<file path="config.mk">
export PLATFORM = sky130hd
export DESIGN_NAME = lsu_pipe
export DESIGN_NICKNAME = d
export VERILOG_FILES = /design/src/rtl/lsu_pkg.sv /design/src/rtl/lsu_align.sv /design/src/rtl/lsu_pipe.sv
export SDC_FILE = /design/constraint.sdc
export NUM_CORES = 1
export LEC_CHECK = 0
export ABC_AREA = 1
export CAP_MARGIN = 20
export CORE_ASPECT_RATIO = 1.25
export CORE_MARGIN = 1
export CORE_UTILIZATION = 49
export DETAILED_ROUTE_END_ITERATION = 12
export HOLD_SLACK_MARGIN = 0.1
export PLACE_DENSITY = 0.95
export SYNTH_ARGS = -nofsm -noshare
export SYNTH_HDL_FRONTEND = slang
export SYNTH_HIERARCHICAL = 1
export SYNTH_SLANG_ARGS = --single-unit
export TNS_END_PERCENT = 1
</file>
<file path="constraint.sdc">
create_clock -name clk -period 4.6 [get_ports clk]
set_clock_uncertainty 0.2 [all_clocks]
set_input_delay 0.92 -clock clk [delete_from_list [all_inputs] [get_ports clk]]
set_output_delay 0.92 -clock clk [all_outputs]
set_load 0.005 [all_outputs]
</file>
<file path="src/rtl/lsu_pkg.sv">
// Shared definitions for the MEM-stage load/store unit: funct3 codes, FSM states
// and byte-lane helpers.
package lsu_pkg;

  localparam logic [2:0] F3_B  = 3'b000;
  localparam logic [2:0] F3_H  = 3'b001;
  localparam logic [2:0] F3_W  = 3'b010;
  localparam logic [2:0] F3_BU = 3'b100;
  localparam logic [2:0] F3_HU = 3'b101;

  typedef enum logic [1:0] {
    S_IDLE = 2'd0,
    S_REQ  = 2'd1,
    S_WAIT = 2'd2,
    S_RESP = 2'd3
  } state_t;

  function automatic logic [3:0] lane_mask(input logic [2:0] f3, input logic [1:0] lo);
    case (f3)
      F3_B:    lane_mask = 4'b0001 << lo;
      F3_H:    lane_mask = 4'b0011 << {lo[1], 1'b0};
      F3_W:    lane_mask = 4'b1111;
      default: lane_mask = 4'b0000;
    endcase
  endfunction

  function automatic logic f3_legal(input logic we, input logic [2:0] f3);
    case (f3)
      F3_B, F3_H, F3_W: f3_legal = 1'b1;
      F3_BU, F3_HU:     f3_legal = !we;
      default:          f3_legal = 1'b0;
    endcase
  endfunction

  // funct3[1:0] carries the access size for both signed and unsigned loads.
  function automatic logic misaligned(input logic [2:0] f3, input logic [1:0] lo);
    misaligned = ((f3[1:0] == 2'b01) && lo[0]) || ((f3[1:0] == 2'b10) && (lo != 2'b00));
  endfunction

endpackage

</file>
<file path="src/rtl/lsu_align.sv">
// Combinational byte-lane steering: store mask and lane-replicated data, and
// sign/zero-extended load data selected by the low address bits.
module lsu_align
  import lsu_pkg::*;
(
  input  logic [2:0]  i_funct3,
  input  logic        i_we,
  input  logic [1:0]  i_addr_lo,
  input  logic [31:0] i_wdata,
  input  logic [31:0] i_rdata,
  output logic [3:0]  o_wmask,
  output logic [31:0] o_wdata,
  output logic [31:0] o_rdata
);

  logic [7:0]  w_byte;
  logic [15:0] w_half;

  assign w_byte = 8'(i_rdata >> {i_addr_lo, 3'b000});
  assign w_half = 16'(i_rdata >> {i_addr_lo[1], 4'b0000});

  always_comb begin
    o_wmask = i_we ? lane_mask(i_funct3, i_addr_lo) : 4'b0000;
    case (i_funct3[1:0])
      2'b00:   o_wdata = {4{i_wdata[7:0]}};
      2'b01:   o_wdata = {2{i_wdata[15:0]}};
      default: o_wdata = i_wdata;
    endcase
    case (i_funct3)
      F3_B:    o_rdata = {{24{w_byte[7]}}, w_byte};
      F3_H:    o_rdata = {{16{w_half[15]}}, w_half};
      F3_BU:   o_rdata = {24'h0, w_byte};
      F3_HU:   o_rdata = {16'h0, w_half};
      default: o_rdata = i_rdata;
    endcase
  end

endmodule

</file>
<file path="src/rtl/lsu_pipe.sv">
// MEM-stage load/store unit: req/gnt/rvalid handshake FSM with timeout.
// Define LSU_MISALIGN_EXC_EN to trap misaligned accesses instead of aligning them.
module lsu_pipe
  import lsu_pkg::*;
#(
  parameter int ADDR_W      = 32,
  parameter int TIMEOUT_CYC = 256
) (
  input  logic              clk,
  input  logic              rst_n,
  input  logic              req_valid,
  output logic              req_ready,
  input  logic              req_we,
  input  logic [2:0]        req_funct3,
  input  logic [ADDR_W-1:0] req_addr,
  input  logic [31:0]       req_wdata,
  input  logic [4:0]        req_rd,
  output logic              resp_valid,
  output logic [31:0]       resp_rdata,
  output logic [4:0]        resp_rd,
  output logic              resp_err,
  output logic              busy,
  output logic              mem_req,
  input  logic              mem_gnt,
  output logic [ADDR_W-1:0] mem_addr,
  output logic              mem_wen,
  output logic [3:0]        mem_wmask,
  output logic [31:0]       mem_wdata,
  input  logic              mem_rvalid,
  input  logic [31:0]       mem_rdata
`ifdef LSU_MISALIGN_EXC_EN
  ,
  output logic              resp_misalign
`endif
);

  localparam int CNT_W = (TIMEOUT_CYC > 1) ? $clog2(TIMEOUT_CYC) : 1;
  localparam logic [CNT_W-1:0] TO_LAST = (TIMEOUT_CYC == 0) ? '0 : CNT_W'(TIMEOUT_CYC - 1);

  state_t              r_state, w_nxt;
  logic                r_we, r_err;
  logic [2:0]          r_f3;
  logic [ADDR_W-1:0]   r_addr, w_addr_al;
  logic [31:0]         r_wdata, r_rdata;
  logic [4:0]          r_rd;
  logic [CNT_W-1:0]    r_cnt;
  logic                w_accept, w_legal, w_mis, w_to_hit, w_timeout;
  logic [3:0]          w_wmask;
  logic [31:0]         w_wdata, w_ext;

  assign w_accept = req_valid && (r_state == S_IDLE);
  assign w_legal  = f3_legal(req_we, req_funct3);
  assign w_to_hit = (TIMEOUT_CYC != 0) && (r_cnt == TO_LAST);

`ifdef LSU_MISALIGN_EXC_EN
  logic r_mis;
  assign w_mis     = misaligned(req_funct3, req_addr[1:0]);
  assign w_addr_al = req_addr;
`else
  assign w_mis = 1'b0;
  always_comb begin
    w_addr_al = req_addr;
    if (req_funct3[1:0] == 2'b01)      w_addr_al[0]   = 1'b0;
    else if (req_funct3[1:0] == 2'b10) w_addr_al[1:0] = 2'b00;
  end
`endif

  lsu_align u_align (
    .i_funct3  (r_f3),
    .i_we      (r_we),
    .i_addr_lo (r_addr[1:0]),
    .i_wdata   (r_wdata),
    .i_rdata   (mem_rdata),
    .o_wmask   (w_wmask),
    .o_wdata   (w_wdata),
    .o_rdata   (w_ext)
  );

  always_ff @(posedge clk or negedge rst_n) begin
    if (!rst_n) r_state <= S_IDLE;
    else        r_state <= w_nxt;
  end

  // A store completes on grant; a load granted on the last allowed cycle still times out.
  always_comb begin
    w_nxt     = r_state;
    w_timeout = 1'b0;
    case (r_state)
      S_IDLE: if (req_valid) w_nxt = (w_legal && !w_mis) ? S_REQ : S_RESP;
      S_REQ: begin
        if (mem_gnt && r_we) w_nxt = S_RESP;
        else if (w_to_hit) begin
          w_nxt     = S_RESP;
          w_timeout = 1'b1;
        end else if (mem_gnt) w_nxt = S_WAIT;
      end
      S_WAIT: begin
        if (mem_rvalid) w_nxt = S_RESP;
        else if (w_to_hit) begin
          w_nxt     = S_RESP;
          w_timeout = 1'b1;
        end
      end
      default: w_nxt = S_IDLE;
    endcase
  end

  always_ff @(posedge clk or negedge rst_n) begin
    if (!rst_n) begin
      r_we    <= 1'b0;
      r_f3    <= 3'b000;
      r_addr  <= '0;
      r_wdata <= '0;
      r_rd    <= '0;
      r_rdata <= '0;
      r_err   <= 1'b0;
      r_cnt   <= '0;
    end else begin
      if (w_accept) begin
        r_we    <= req_we;
        r_f3    <= req_funct3;
        r_addr  <= w_addr_al;
        r_wdata <= req_wdata;
        r_rd    <= req_rd;
        r_rdata <= '0;
        r_err   <= !w_legal || w_mis;
      end else if (r_state == S_WAIT && mem_rvalid) begin
        r_rdata <= w_ext;
      end else if (w_timeout) begin
        r_err   <= 1'b1;
      end
      if (r_state == S_REQ || r_state == S_WAIT) r_cnt <= r_cnt + CNT_W'(1);
      else                                       r_cnt <= '0;
    end
  end

`ifdef LSU_MISALIGN_EXC_EN
  always_ff @(posedge clk or negedge rst_n) begin
    if (!rst_n)        r_mis <= 1'b0;
    else if (w_accept) r_mis <= w_legal && w_mis;
  end
  assign resp_misalign = resp_valid && r_mis;
`endif

  assign req_ready  = (r_state == S_IDLE);
  assign busy       = !req_ready;
  assign mem_req    = (r_state == S_REQ);
  assign mem_addr   = {r_addr[ADDR_W-1:2], 2'b00};
  assign mem_wen    = mem_req && r_we;
  assign mem_wmask  = mem_req ? w_wmask : 4'b0000;
  assign mem_wdata  = w_wdata;
  assign resp_valid = (r_state == S_RESP);
  assign resp_rdata = resp_valid ? r_rdata : 32'h0;
  assign resp_rd    = r_rd;
  assign resp_err   = resp_valid && r_err;

endmodule
</file>
* Word-level counts from Yosys, hierarchy flattened
Index checks and enable logic that the tools add are counted.
Widths: inputs -> output; s select.
** Operators by class
- $add $sub $neg :: 1
- Equal/unequal tests :: 19
- Shift operators :: 4
- Multiplexer cells :: 28
- Reductions and logical operators :: 19
** Operators with widths (number)
- $pmux 32 s4 :: 1
- $mux 32 :: 3
- $pmux 32 s2 :: 1
- $shr 32x5->16 :: 1
- $shr 32x5->8 :: 1
- $mux 2 :: 8
- $eq 3x3->1 const B :: 4
- $pmux 4 s3 :: 1
- $add 8x1->8 const B :: 1
- $eq 8x8->1 const B :: 1
- $mux 1 :: 8
- $mux 4 :: 2
- $mux 8 :: 1
- $eq 2x1->1 const B :: 3
- $eq 2x2->1 const B :: 3
- $eq 3x1->1 const B :: 2
- $eq 3x2->1 const B :: 2
- $logic_not 3->1 :: 2
- $pmux 2 s3 :: 1
- $logic_and 1x1->1 :: 5
- $logic_not 2->1 :: 2
- $ne 2x2->1 const B :: 2
- $ne 4x1->1 const B :: 1
- $pmux 1 s2 :: 2
- 10 further kinds :: 13
** Word-level totals
- Flip-flop bits (word level) :: 116
- Input bits :: 110
- Output and inout port bits :: 111
- Word-level logic and storage cells :: 80

* Longest topological paths before layout
- Word-level depth :: 7
- Depth in mapped cells :: 10
- Mapped depth without buffers :: 9

* By module
The synthesis kept the hierarchy.
** Modules (own cells, without submodules)
- lsu_pipe :: instances 1, cells an instance 649, area an instance 5226.3 µm², sequential area each 2902.8 µm²
- lsu_align :: instances 1, cells an instance 263, area an instance 1292.5 µm², sequential area each 0.0 µm²

* Worst setup path before layout
Ideal clock, no wire load.
- Path type :: register -> output
- Start point :: reg r_addr[1]
- End point :: out mem_wmask[3]
- Arrival :: 1122 ps
- Data required time :: 3480 ps
- Setup slack :: 2358 ps
- Cell stages (with the launch flop) :: 9
- Path buffers :: 2
- Cells stage by stage :: dfrtp_1 > buf_2 > clkbuf_1 > nand4_1 > nand3_1 > nand2_1 > inv_1 > nand2_1 > inv_1
** Between the ends
- Longest elaborated chain between the ends :: 4
- Elaborated cells between the ends (all ways) :: 5
- Those cells by class :: shift (2); mux (3)
** Ends and longest elaborated chain
- start, declared :: line lsu_pipe.sv:43 : logic [ADDR_W-1:0] r_addr, w_addr_al;
- start signal, assigned :: line lsu_pipe.sv:122 : r_addr <= w_addr_al;
- $shl 2x2->4 / $shl 1x2->4 (equally long branches) :: line lsu_pkg.sv:21, lsu_pkg.sv:20
- $pmux 4 s3 * :: line lsu_pkg.sv:19 : case (f3)
- $mux 4 * :: line lsu_align.sv:23 : o_wmask = i_we ? lane_mask(i_funct3, i_addr_lo) : 4'b0000;
- via w_wmask[3] :: line lsu_pipe.sv:48 : logic [3:0] w_wmask;
- $mux 4 * :: line lsu_pipe.sv:150 : assign mem_wmask = mem_req ? w_wmask : 4'b0000;
- end, declared :: line lsu_pipe.sv:27 : output logic [3:0] mem_wmask,
The timed path passes the listed nets; every way through them passes the cells marked *.

* Worst setup path in the final report
- Start point :: reg r_f3[0]
- End point :: out mem_wmask[2]
** Between the ends
- Longest elaborated chain between the ends :: 4
- Elaborated cells between the ends (all ways) :: 6
- Those cells by class :: eq/ne (2); mux (3); reduce/logical (1)
** Ends and longest elaborated chain
- start, declared :: line lsu_pipe.sv:42 : logic [2:0] r_f3;
- start signal, assigned :: line lsu_pipe.sv:121 : r_f3 <= req_funct3;
- $eq 3x2->1, or another cell as far along :: line lsu_pkg.sv:19
- $pmux 4 s3 * :: line lsu_pkg.sv:19
- $mux 4 * :: line lsu_align.sv:23
- via w_wmask[2] :: line lsu_pipe.sv:48
- $mux 4 * :: line lsu_pipe.sv:150
Marked as above.

==> results by group <==
STA
  – Summed negative setup slack over all endpoints: 0 ns
  – Pin slew with the least headroom to its limit: 1.03 ns
  – Relative slew slack: 31.0%
  – Final worst slack: 0.779 ns
  – Achievable clock frequency: 262 MHz
  – Final critical path time including I/O delays and setup: 3.82 ns
  – Final period utilization: 83.1%
  – Unrepaired setup endpoints after global routing: false
  – Final Max Slew Viols: 0
  – Final number of hold-violating endpoints: 0
  – Final setup violation count: 0

Floorplanning
  – Floorplan core area: 12800 µm²
  – I/O pin count: 221
  – Die footprint: 13800 µm²
  – Horizontal extent of the die: 105 µm
  – Effective utilization at floorplan: 50.8%
  – Die Y-Extent: 131 µm
  – Floorplan row count: 46

Drt
  – Total iterations of the first detailed-routing run: 7
  – Routed Wire Length: 19700 µm
  – Routed Antenna Nets: 0
  – Detailed-route wire length per cell: 15.8 µm
  – Total via count in the routed design: 6576
  – # DRC: 0
  – DRC violation total after the first TritonRoute iteration: 448
  – Vias per cell: 5.25

Outcome
  – Outcome: complete, no violations

CTS
  – Number of setup buffers added after CTS: 0
  – TritonCTS buffer count: 17
  – CTS sink count: 116
  – Clock transition at the register clock pins on the worst setup and hold paths after CTS: 0.06 ns
  – Number of hold-repair buffers added at the cts stage: 0
  – Htree depth: 4
  – Clock tree from TritonCTS: done
  – Clk Latency, worst-skew pair: 0.40 ns
  – Number of cells upsized or downsized after cts: 0
  – Clock buffer depth: 2
  – CTS root buf: sky130_fd_sc_hd__clkbuf_16

Setup path
  – Maximum net fanout on the critical path: 13
  – Worst setup path start: r_f3[0]
  – Arrival time worst endpoint: 2.70 ns
  – CP Data Required Time: 3.48 ns
  – Type of element capturing the critical path: output port
  – Type of the worst setup path: reg2out
  – Launch instance of the worst register-to-register path: r_state[0]
  – Startpoint type of the worst setup path: register

Synthesis
  – Register bit total from synthesis: 116
  – Part of the Yosys area used for sequential elements: 44.5%
  – Mean cell area of the mapped netlist: 7.15 µm²
  – Number of instances in the synthesized netlist: 912
  – Number of unique standard cell types used by synthesis: 26
  – Mapped cell area: 6520 µm²
  – Warnings, synthesis: 6

Hold path
  – Class of the tightest hold or removal check: reg2reg
  – Hold path start: r_cnt[0]

Placement
  – Routability congestion estimate from global placement: 0.882
  – Minimum setup slack after placement: 1.27 ns
  – HPWL after DPL: 13700 µm
  – Port buffer count: 218

Layout
  – Inserted Diodes: 0
  – Utilization after layout: 70.6%
  – Fraction of layout cells with a size suffix above 1: 6.00%
  – Total area of multi-input combinational cells: 2790 µm²
  – Growth of design area from synthesis to finish: 39.0%
  – Filler Cells Inserted: 996
  – Area used by sequential logic in the layout: 2900 µm²
  – Net count reported at finish: 1186

Global routing
  – Vias in the first global route: 6316
  – Overall fraction of global-route tracks in use: 29.4%
  – Pin count of the biggest net entering global routing: 84
  – Wire length of the first global-routing pass: 31200 µm
  – Overflow left after global routing: 0
  – Initial antenna violation count: 0

Power and ir drop
  – Max rail drop VDD: 0.000370 V
  – Final Total Pwr: 6.10 mW
  – LEAKAGE: 4.84 nW
  – Power per cell area: 673 nW/µm²

Run
  – Max cap viols: 0
[Yosys cell counts]
| cell | instances | area, µm² |
|---|---|---|
| sky130_fd_sc_hd__a22oi_1 | 7 | 52.6 |
| sky130_fd_sc_hd__o211ai_1 | 11 | 82.6 |
| sky130_fd_sc_hd__buf_4 | 43 | 323 |
| sky130_fd_sc_hd__dfrtp_1 | 116 | 2900 |
| sky130_fd_sc_hd__ha_1 | 5 | 62.6 |
| sky130_fd_sc_hd__inv_4 | 1 | 6.26 |
| sky130_fd_sc_hd__inv_2 | 3 | 11.3 |
| sky130_fd_sc_hd__conb_1 | 1 | 3.75 |
| sky130_fd_sc_hd__clkbuf_1 | 13 | 48.8 |
| sky130_fd_sc_hd__o21ai_0 | 21 | 105 |
| sky130_fd_sc_hd__nand3_1 | 105 | 526 |
| sky130_fd_sc_hd__nor2_1 | 15 | 56.3 |
| sky130_fd_sc_hd__inv_1 | 69 | 259 |
| sky130_fd_sc_hd__nor2_2 | 1 | 6.26 |
| sky130_fd_sc_hd__and3_1 | 1 | 6.26 |
| sky130_fd_sc_hd__buf_6 | 4 | 45.0 |
| sky130_fd_sc_hd__nand4_1 | 2 | 12.5 |
| sky130_fd_sc_hd__a31oi_1 | 1 | 6.26 |
| sky130_fd_sc_hd__nor3_1 | 1 | 5.00 |
| sky130_fd_sc_hd__nand2_2 | 2 | 12.5 |
| sky130_fd_sc_hd__nand2_1 | 436 | 1640 |
| sky130_fd_sc_hd__nor2_4 | 5 | 56.3 |
| sky130_fd_sc_hd__buf_2 | 29 | 145 |
| sky130_fd_sc_hd__a21oi_1 | 11 | 55.1 |
| sky130_fd_sc_hd__nand2_4 | 2 | 22.5 |
| sky130_fd_sc_hd__nand3_2 | 7 | 70.1 |
[where the power goes]
group / internal (mW) / switching (mW)
clock network: 0.851 / 0.509
registers: 1.46 / 0.345
logic: 1.34 / 1.59
total: 3.65 / 2.44
[registers in the layout, indices dropped and copies added, names as in the netlist]
| signal | count |
|---|---|
| resp_rd | 5 |
| r_cnt | 8 |
| r_f3 | 3 |
| r_addr | 32 |
| r_state | 2 |
| r_we | 1 |
| r_rdata | 32 |
| r_err | 1 |
| r_wdata | 32 |
[stage by stage]
| stage | hold slack (ns) | instance area (µm²) | cells |
|---|---|---|---|
| 6_report | 0.257 | 9060 | 1252 |
| 2_1_floorplan | 0.232 | 6520 | 913 |
| 3_3_place_gp | 0.249 | 8420 | 1219 |
| 3_5_place_dp | 0.254 | 8420 | 1219 |
| 5_1_grt | 0.295 | 9060 | 1252 |
| 4_1_cts | 0.261 | 9030 | 1251 |
[cell usage in the layout, fill, tap and decap left out, drive strengths merged, types with 4 or more instances in the layout]
master | netlist | layout
a21oi | 11 | 11
a22oi | 7 | 7
buf | 76 | 11
clkbuf | 13 | 20
clkdlybuf4s50 | 0 | 217
clkinv | 0 | 4
dfrtp | 116 | 116
ha | 5 | 5
inv | 73 | 78
nand2 | 440 | 440
nand3 | 112 | 112
nor2 | 21 | 21
o211ai | 11 | 11
o21ai | 21 | 21
[metal layers]
layer	GRT usage, %	vias up	routed length, µm	part of all wire, %
met1	34.8	3068	7590	38
met4	12.7	0	548	2.8
met5	0	-	0	0
met3	7.84	45	1640	8.3
met2	51.0	349	9940	50
li1	-	3114	-	-
[worst max-delay path, cell delays in order, from the launching register on]
cell and delay [ns]:
sky130_fd_sc_hd__dfrtp_1 0.55, sky130_fd_sc_hd__inv_2 0.07, sky130_fd_sc_hd__nor2_2 0.49, sky130_fd_sc_hd__nand3_1 0.29, sky130_fd_sc_hd__nand3_1 0.17, sky130_fd_sc_hd__nand2_1 0.07, sky130_fd_sc_hd__inv_1 0.06, sky130_fd_sc_hd__nand2_1 0.05
sky130_fd_sc_hd__inv_1 0.06, sky130_fd_sc_hd__clkdlybuf4s50_1 0.49
[kinds of logic after synthesis]
logic type	synth area share, %
AO/OA/AOI/OAI	4.63
flip-flops	44.5
buffers and inverters	12.9
other	0.0575
adder cells (fa/ha/maj)	0.960
AND/OR/NAND/NOR	37.0
[path summary, 6_finish.rpt]
check	endpoint	slack (ns)	cells after the start
max in group asynchronous	r_wdata[11]	2.99	3
min in group asynchronous	r_rdata[3]	0.28	1
hold / removal	r_cnt[0]	0.26	1
setup / recovery	mem_wmask[2]	0.78	9
hold reg to reg	r_cnt[0]	0.26	1
setup reg to reg	r_rdata[9]	2.05	7
[cell type report]
class	instances	share of cell area (%)
timing repair buffer	228	25.1
clock inverter	12	1.57
sequential	116	32.0
multi-input combinational	635	30.8
inverter	73	3.05
tap	168	2.32
clock buffer	20	5.15
No activity file was read; power rests on OpenSTA's default activity.
